==> src/rtl/pwm_bank_pkg.sv <==
// Shared register map, control-bit layout and channel limits for the PWM bank.
package pwm_bank_pkg;

  localparam int MAX_CH = 16;

  localparam logic [4:0] ADDR_EN_OUT_LO = 5'h00;
  localparam logic [4:0] ADDR_EN_OUT_HI = 5'h01;
  localparam logic [4:0] ADDR_EN_PWM_LO = 5'h02;
  localparam logic [4:0] ADDR_EN_PWM_HI = 5'h03;
  localparam logic [4:0] ADDR_PRESC     = 5'h04;
  localparam logic [4:0] ADDR_CTRL      = 5'h05;
  localparam logic [4:0] ADDR_DUTY_BASE = 5'h10;

  localparam int CTRL_SYNC_UPD = 0;
  localparam int CTRL_INVERT   = 1;

  typedef struct packed {
    logic invert;
    logic sync_upd;
  } ctrl_t;

  function automatic logic [4:0] duty_addr(input int ch);
    return 5'(int'(ADDR_DUTY_BASE) + ch);
  endfunction

endpackage

==> src/rtl/pwm_timebase.sv <==
// Prescaler plus period counter; cnt runs 0..MAX-1 and advances once per tick.
module pwm_timebase #(
  parameter int CNT_W   = 8,
  parameter int PRESC_W = 8
) (
  input  logic               clk,
  input  logic               rst,
  input  logic [PRESC_W-1:0] presc,
  output logic [CNT_W-1:0]   cnt,
  output logic               tick,
  output logic               boundary
);

  localparam logic [CNT_W-1:0] CNT_LAST = CNT_W'((2 ** CNT_W) - 2);

  logic [PRESC_W-1:0] presc_cnt;

  // >= rather than == so a smaller presc written mid-count never stalls the timebase
  assign tick     = (presc_cnt >= presc);
  assign boundary = tick && (cnt == CNT_LAST);

  always_ff @(posedge clk) begin
    if (rst) begin
      presc_cnt <= '0;
      cnt       <= '0;
    end else begin
      presc_cnt <= tick ? '0 : presc_cnt + 1'b1;
      if (tick) begin
        cnt <= (cnt == CNT_LAST) ? '0 : cnt + 1'b1;
      end
    end
  end

endmodule

==> src/rtl/pwm_bank.sv <==
// NUM_CH-channel PWM bank: byte-wide register file, shadow/active duty per channel,
// shared timebase and a registered output stage.
module pwm_bank
  import pwm_bank_pkg::*;
#(
  parameter int NUM_CH  = 16,
  parameter int CNT_W   = 8,
  parameter int PRESC_W = 8
) (
  input  logic              clk,
  input  logic              rst,
  input  logic              wr_en,
  input  logic [4:0]        wr_addr,
  input  logic [7:0]        wr_data,
  output logic [NUM_CH-1:0] out,
  output logic              period_start
);

  localparam logic [CNT_W-1:0] CNT_LAST = CNT_W'((2 ** CNT_W) - 2);

  logic [PRESC_W-1:0] presc;
  ctrl_t              ctrl;
  logic [CNT_W-1:0]   cnt;
  logic               tick;
  logic               boundary;
  logic               zero_seen;

  pwm_timebase #(
    .CNT_W  (CNT_W),
    .PRESC_W(PRESC_W)
  ) u_timebase (
    .clk     (clk),
    .rst     (rst),
    .presc   (presc),
    .cnt     (cnt),
    .tick    (tick),
    .boundary(boundary)
  );

  // zero_seen marks that the current cnt==0 stretch has already been announced,
  // so period_start fires once even when the prescaler holds cnt at 0 for many cycles.
  always_ff @(posedge clk) begin
    if (rst) begin
      presc        <= '0;
      ctrl         <= '0;
      zero_seen    <= 1'b0;
      period_start <= 1'b0;
    end else begin
      if (wr_en && (wr_addr == ADDR_PRESC)) begin
        presc <= PRESC_W'(wr_data);
      end
      if (wr_en && (wr_addr == ADDR_CTRL)) begin
        ctrl.sync_upd <= wr_data[CTRL_SYNC_UPD];
        ctrl.invert   <= wr_data[CTRL_INVERT];
      end
      if (tick && (cnt == CNT_LAST)) begin
        zero_seen <= 1'b0;
      end else if (cnt == '0) begin
        zero_seen <= 1'b1;
      end
      period_start <= (cnt == '0) && !zero_seen;
    end
  end

  for (genvar i = 0; i < NUM_CH; i++) begin : g_ch
    localparam logic [4:0] A_EN_OUT = (i < 8) ? ADDR_EN_OUT_LO : ADDR_EN_OUT_HI;
    localparam logic [4:0] A_EN_PWM = (i < 8) ? ADDR_EN_PWM_LO : ADDR_EN_PWM_HI;
    localparam logic [4:0] A_DUTY   = duty_addr(i);
    localparam int         BIT      = i % 8;

    logic             en_out_q;
    logic             en_pwm_q;
    logic [CNT_W-1:0] duty_shadow;
    logic [CNT_W-1:0] duty_act;
    logic             pwm;
    logic             out_q;

    assign pwm = (cnt < duty_act) ^ ctrl.invert;

    always_ff @(posedge clk) begin
      if (rst) begin
        en_out_q    <= 1'b0;
        en_pwm_q    <= 1'b0;
        duty_shadow <= '0;
        duty_act    <= '0;
        out_q       <= 1'b0;
      end else begin
        if (wr_en && (wr_addr == A_EN_OUT)) begin
          en_out_q <= wr_data[BIT];
        end
        if (wr_en && (wr_addr == A_EN_PWM)) begin
          en_pwm_q <= wr_data[BIT];
        end
        if (wr_en && (wr_addr == A_DUTY)) begin
          duty_shadow <= wr_data[CNT_W-1:0];
        end
        // In sync mode a write landing on the boundary edge misses this commit.
        if (!ctrl.sync_upd || boundary) begin
          duty_act <= duty_shadow;
        end
        if (!en_out_q) begin
          out_q <= 1'b0;
        end else if (!en_pwm_q) begin
          out_q <= 1'b1;
        end else begin
          out_q <= pwm;
        end
      end
    end

    assign out[i] = out_q;
  end

endmodule

==> config.mk <==
export PLATFORM = sky130hd
export DESIGN_NAME = pwm_bank
export DESIGN_NICKNAME = d
export VERILOG_FILES = /design/src/rtl/pwm_bank_pkg.sv /design/src/rtl/pwm_timebase.sv /design/src/rtl/pwm_bank.sv
export SDC_FILE = /design/constraint.sdc
export NUM_CORES = 1
export LEC_CHECK = 0
export BUFFER_PORTS_ARGS = -buffer_cell sky130_fd_sc_hd__clkbuf_2
export CORE_ASPECT_RATIO = 1.5
export CORE_MARGIN = 5
export CORE_UTILIZATION = 55
export CTS_BUF_LIST = sky130_fd_sc_hd__clkbuf_4 sky130_fd_sc_hd__clkbuf_8 sky130_fd_sc_hd__clkbuf_16
export CTS_CLUSTER_DIAMETER = 40
export DETAILED_ROUTE_END_ITERATION = 10
export GPL_ROUTABILITY_DRIVEN = 0
export PLACE_DENSITY = 0.71
export SETUP_SLACK_MARGIN = 0.2
export SYNTH_ARGS = -nofsm -noshare
export SYNTH_HDL_FRONTEND = slang
export SYNTH_SLANG_ARGS = --single-unit
==> constraint.sdc <==
create_clock -name clk -period 2.8 [get_ports clk]
set_input_delay 0.56 -clock clk [delete_from_list [all_inputs] [get_ports clk]]
set_output_delay 0.56 -clock clk [all_outputs]
set_load 0.01 [all_outputs]
* Word level (Yosys, flattened, before mapping)
Cells that the tools add are included.
** Word-level totals
- Flip-flop bits (word level) :: 332
- Output and inout port bits :: 17
- Logic and storage cells :: 224
** Operators by class
- Add/subtract/negate cells :: 2
- $lt $le $gt $ge :: 17
- Equality and inequality tests :: 22
- Multiplexer cells :: 17
- Bitwise operators :: 32
- Reduce and logical (&&, ||, !) cells :: 47
** Operator list (count)
- $lt 8x8->1 :: 16
- $eq 5x5->1 const B :: 16
- $reduce_or 2->1 :: 18
- $logic_and 1x1->1 :: 24
- $add 8x1->8 const B :: 2
- $mux 1 :: 16
- $not 1->1 :: 16
- $xor 1x1->1 :: 16
- $eq 5x2->1 const B :: 2
- $eq 5x3->1 const B :: 2
- $eq 8x8->1 const B :: 1
- $ge 8x8->1 :: 1
- $logic_not 8->1 :: 1
- $mux 8 :: 1
- $eq 5x1->1 const B :: 1
- $logic_not 5->1 :: 1
- $logic_not 1->1 :: 2
- $logic_or 1x1->1 :: 1

* Logic depth before layout (Yosys ltp)
- Depth after elaboration :: 3
- Gate-level depth with buffers :: 9

* Cells and area by module
Synthesis repeated with hierarchy kept, for this count alone.
** Unflattened totals
- Cell total of the unflattened synthesis :: 1848
- Area, all modules :: 15431.0 um^2
** Modules (own cells, without submodules)
- pwm_bank :: times used 1, cells each 1728, area each 14440.1 um^2, sequential area each 6326.1 um^2
- pwm_timebase :: times used 1, cells each 120, area each 991.0 um^2, sequential area each 320.3 um^2

* Worst setup path before layout
OpenSTA, ideal clock, no wires.
- Path type :: register to register
- Start :: reg u_timebase.presc_cnt[0]
- End :: reg g_ch[0].duty_act[2]
- Setup time :: 72 ps
- Arrival time :: 2008 ps
- Slack :: 721 ps
- Cell stages (with the launch flop) :: 10
- Path buffers :: 2
- Clock period less this slack :: 2079 ps
- Cells stage by stage :: dfxtp_1 > inv_1 > ha_1 > nand2b_4 > a2111oi_4 > o21ai_2 > a21boi_4 > buf_6 > buf_8 > mux2i_1
** Between the ends
- Word-level cells in the longest chain between the ends :: 3
** RTL lines
- start, declared :: RTL line pwm_timebase.sv:16 : logic [PRESC_W-1:0] presc_cnt;
- start signal, assigned :: RTL line pwm_timebase.sv:27 : presc_cnt <= tick ? '0 : presc_cnt + 1'b1;
- $ge 8x8->1 :: RTL line pwm_timebase.sv:19 : assign tick = (presc_cnt >= presc);
- $logic_and 1x1->1 :: RTL line pwm_timebase.sv:20 : assign boundary = tick && (cnt == CNT_LAST);
- $logic_or 1x1->1 :: RTL line pwm_bank.sv:98 : if (!ctrl.sync_upd || boundary) begin
- end signal, assigned :: RTL line pwm_bank.sv:99 : duty_act <= duty_shadow;
- end, declared :: RTL line pwm_bank.sv:74 : logic [CNT_W-1:0] duty_act;
No other way between the ends.
A chain may end at the register's enable or synchronous reset.

* Worst setup path after layout
- Start :: reg u_timebase.presc_cnt[0]
- End :: reg g_ch[9].duty_act[4]
** Between the ends
- Word-level cells in the longest chain between the ends :: 3
** RTL lines (RTL line)
- $ge 8x8->1 :: pwm_timebase.sv:19
- $logic_and 1x1->1 :: pwm_timebase.sv:20
- $logic_or 1x1->1 :: pwm_bank.sv:98
- end signal, assigned :: pwm_bank.sv:99
- end, declared :: pwm_bank.sv:74
No other way between the ends.

==> flow_summary.rst <==
.. list-table::
   :header-rows: 1

   * - Metric
     - Value
   * - Fillcell total
     - 2,544
   * - Kind of end point of the critical path
     - flop
   * - Met2 WL post-DR
     - 19.6 mm
   * - TritonCTS clock tree
     - done
   * - Required time at the worst-slack endpoint
     - 3.24 ns
   * - Routed via count
     - 12.1k
   * - Nets in the synthesized netlist
     - 1,965
   * - Peak ir drop on the vdd network
     - 368 uV
   * - Root buffer selected by CTS
     - sky130_fd_sc_hd__clkbuf_16
   * - Final routed DRC violation total
     - 0
   * - Half-perimeter wire length after detailed placement
     - 23.3 mm
   * - Clock power share
     - 0.460
   * - Slew at the pin closest to its max-slew limit
     - 1.06 ns
   * - Clock sink total
     - 332
   * - Num ports
     - 33
   * - DRT Pass-1 Iters
     - 7
   * - Worst Setup Path Type
     - flop to flop
   * - Total negative slack
     - 0 ns
   * - Layout cells sized above 1
     - 0.0862
   * - Final Hold Fails
     - 0
   * - Width of the chip
     - 150 um
   * - Reported max-cap violation count
     - 0
   * - Routed length on met1
     - 16.1 mm
   * - Post-synthesis area per instance
     - 8.88 sq um
   * - Die area
     - 0.0331 sq mm
   * - Cell variety after synth
     - 49
   * - Count of antenna diodes in the layout
     - 0
   * - Most frequent cells in the layout
     - 334 x sky130_fd_sc_hd__nand2_1, 331 x sky130_fd_sc_hd__dfxtp_1, 259 x sky130_fd_sc_hd__mux2i_1
   * - WL per Instance
     - 17.0 um
   * - Count of buffers inserted at the top-level ports
     - 32
   * - Die H
     - 220 um
   * - Synthesis-to-layout area growth
     - 9.91%
   * - P_sw
     - 0.00235 W
   * - Initial antenna violation count
     - 1
   * - Max frequency
     - 421 MHz
   * - Vias per std cell
     - 5.41
   * - Result of the run
     - finished clean
   * - Final Net Count
     - 1,963
   * - Hold-fix buffer count after cts
     - 0
   * - Maximum fanout count along the critical path
     - 26
   * - Remaining global-route overflow
     - 0
   * - Internal power
     - 0.00769 W
   * - Arrival @ worst endpoint
     - 2.82 ns
   * - Tcrit/Tclk final
     - 0.849
   * - Flop pwr share
     - 0.476
   * - First-pass GRT wire length
     - 60.6 mm
   * - Yosys warns
     - 0
   * - Classification of the worst-slack hold path
     - flop to flop
   * - Worst path cell trace
     - inv_1, ha_1, nand2b_4, a2111oi_4, o21ai_2, a21boi_4, buf_12, buf_12, mux2i_1
   * - Startpoint types
     - flop
   * - Total global routing track utilization
     - 0.230
   * - Commonest non-fill, non-tap cell in the layout
     - sky130_fd_sc_hd__nand2_1
   * - Resized Gates After CTS
     - 0
   * - Async set-or-reset flop fraction in the synthesized netlist
     - 0
   * - Summed instance area of the synthesized netlist
     - 0.0162 sq mm
   * - Instance count of the mapped netlist
     - 1,825
   * - Tmin final
     - 2.38 ns
   * - Via count of the first global-routing pass
     - 11.6k
   * - Pin count of the biggest net entering global routing
     - 181
   * - Top flip-flop cell by instance count after synthesis
     - sky130_fd_sc_hd__dfxtp_1
   * - Detailed route wirelength on metal3
     - 1.41 mm
   * - Maximum buffer depth of the clock tree
     - 3
   * - Number of max-slew violations in the final report
     - 0
   * - Power per standard cell area
     - 564 mW/mm^2
   * - Library cell appearing most often on the critical path
     - sky130_fd_sc_hd__buf_12
   * - Clock transition at the registers of the reported paths
     - 0.06 ns
   * - Floorplan row count
     - 77
   * - Iteration-0 DRC Markers
     - 636
   * - Highest metal layer with signal wires
     - met5
   * - Worst-skew pair later-pin latency
     - 0.52 ns
   * - Setup-failing EPs final
     - 0
   * - RSZ-0062 raised after global routing
     - false
   * - Num CTS Buffers
     - 36
   * - Initial core utilization
     - 0.553
   * - # Post-CTS Setup Buffers
     - 0
   * - Worst Hold Slack
     - 0.449 ns
   * - Core Region
     - 0.0293 sq mm
   * - Number of flops mapped to enable cells by yosys
     - 0
   * - Post-Route WL
     - 38.1 mm
   * - Setup skew after layout
     - 0.0124 ns
   * - Sequential share of the synthesized area
     - 0.410
   * - Switching portion of total power
     - 0.234
   * - Antenna-violating nets left
     - 0
   * - Leakage Power
     - 6.59 nW
   * - Worst stage delay on the critical path
     - 0.39 ns
   * - Max stage delay cell, worst path
     - sky130_fd_sc_hd__dfxtp_1
   * - Combinational fraction of design power
     - 0.064
   * - Relative max-transition margin
     - 0.297
   * - Number of flip-flops and latches in the synthesized netlist
     - 332
   * - Deepest level of the CTS H-tree
     - 2
## layout make-up
cell class | instances | area (sq um) | share of cell area
Sequential cell | 332 | 6650 | 0.373
Clock inverter | 15 | 149 | 0.00836
Clock buffer | 44 | 997 | 0.0560
Inverter | 139 | 529 | 0.0297
Multi-Input combinational cell | 1236 | 8370 | 0.470
Tap cell | 395 | 494 | 0.0277
Timing Repair Buffer | 78 | 624 | 0.0350
## kinds of logic after synthesis
group / share of synthesized area
adders and majority gates: 0.0957
and+or+nand+nor: 0.184
AOI/OAI and AO/OA: 0.0735
xor gates and xnor gates: 0.00324
DFF: 0.410
buffers and inverters: 0.0733
muxes: 0.160
## per-layer routing
layer	up-vias	GRT usage
met5	-	0
met4	2	0.0730
met3	66	0.0293
met2	212	0.427
met1	5764	0.273
li1	6080	-
## metrics by stage
stage | total power [W] | area [sq um] | utilization | worst slack, ns | instances
global route | 0.0104 | 17800 | 0.608 | 0.264 | 2239
detailed placement | 0.00552 | 16700 | 0.569 | 0.447 | 2180
CTS | 0.0101 | 17800 | 0.608 | 0.425 | 2239
floorplan | 0.00530 | 16200 | - | 0.721 | 1825
finish | 0.0100 | 17800 | 0.608 | 0.422 | 2239
global placement | 0.00550 | 16700 | 0.569 | 0.488 | 2180
## synthesized netlist by cell type (17+ instances only)
| cell | instances | share of area |
|---|---|---|
| sky130_fd_sc_hd__clkbuf_1 | 77 | 0.018 |
| sky130_fd_sc_hd__nand3_1 | 58 | 0.018 |
| sky130_fd_sc_hd__a21o_1 | 17 | 0.0079 |
| sky130_fd_sc_hd__nand2_1 | 334 | 0.077 |
| sky130_fd_sc_hd__nand2b_1 | 19 | 0.0073 |
| sky130_fd_sc_hd__dfxtp_1 | 332 | 0.41 |
| sky130_fd_sc_hd__nor2_1 | 171 | 0.040 |
| sky130_fd_sc_hd__ha_1 | 124 | 0.096 |
| sky130_fd_sc_hd__buf_4 | 19 | 0.0088 |
| sky130_fd_sc_hd__o21a_1 | 18 | 0.0083 |
| sky130_fd_sc_hd__mux2i_1 | 259 | 0.16 |
| sky130_fd_sc_hd__inv_1 | 138 | 0.032 |
| sky130_fd_sc_hd__nor3_1 | 21 | 0.0065 |
| sky130_fd_sc_hd__a21oi_1 | 93 | 0.029 |
## worst max-delay path, delay by kind of cell, from the launching register on
kind	cells	cell delay, ns
AOI/OAI and AO/OA	3	0.74
buffers and inverters	3	0.52
DFF	1	0.39
adders and majority gates	1	0.27
muxes	1	0.21
and+or+nand+nor	1	0.15
## sequential cells by signal, summed over array words and instances (netlist names)
name	flops
period_start	1
g_ch.duty_shadow	128
g_ch.en_pwm_q	16
g_ch.out_q	16
g_ch.en_out_q	16
g_ch.duty_act	128
u_timebase.cnt	8
zero_seen	1
ctrl	2
u_timebase.presc_cnt	8
presc	8
## power groups by stage
stage                     clock network [W]  registers (W)  logic (W)
after CTS                           0.00472        0.00478   0.000642
final                               0.00462        0.00478   0.000643
after floorplan                           0        0.00490   0.000405
after global placement                    0        0.00488   0.000620
after detailed placement                  0        0.00488   0.000637
after global routing                0.00489        0.00478   0.000700
## path summary, 6_finish.rpt
kind | startpoint | to | slack (ns) | depth (start not counted)
worst max-delay path | u_timebase.presc_cnt[0] | g_ch[9].duty_act[4] | 0.42 | 9
worst min-delay path | g_ch[5].duty_shadow[4] | g_ch[5].duty_act[4] | 0.45 | 2
worst max register to register | u_timebase.presc_cnt[0] | g_ch[9].duty_act[4] | 0.42 | 9
worst min register to register | g_ch[5].duty_shadow[4] | g_ch[5].duty_act[4] | 0.45 | 2
(Power assumes the default switching activity.)
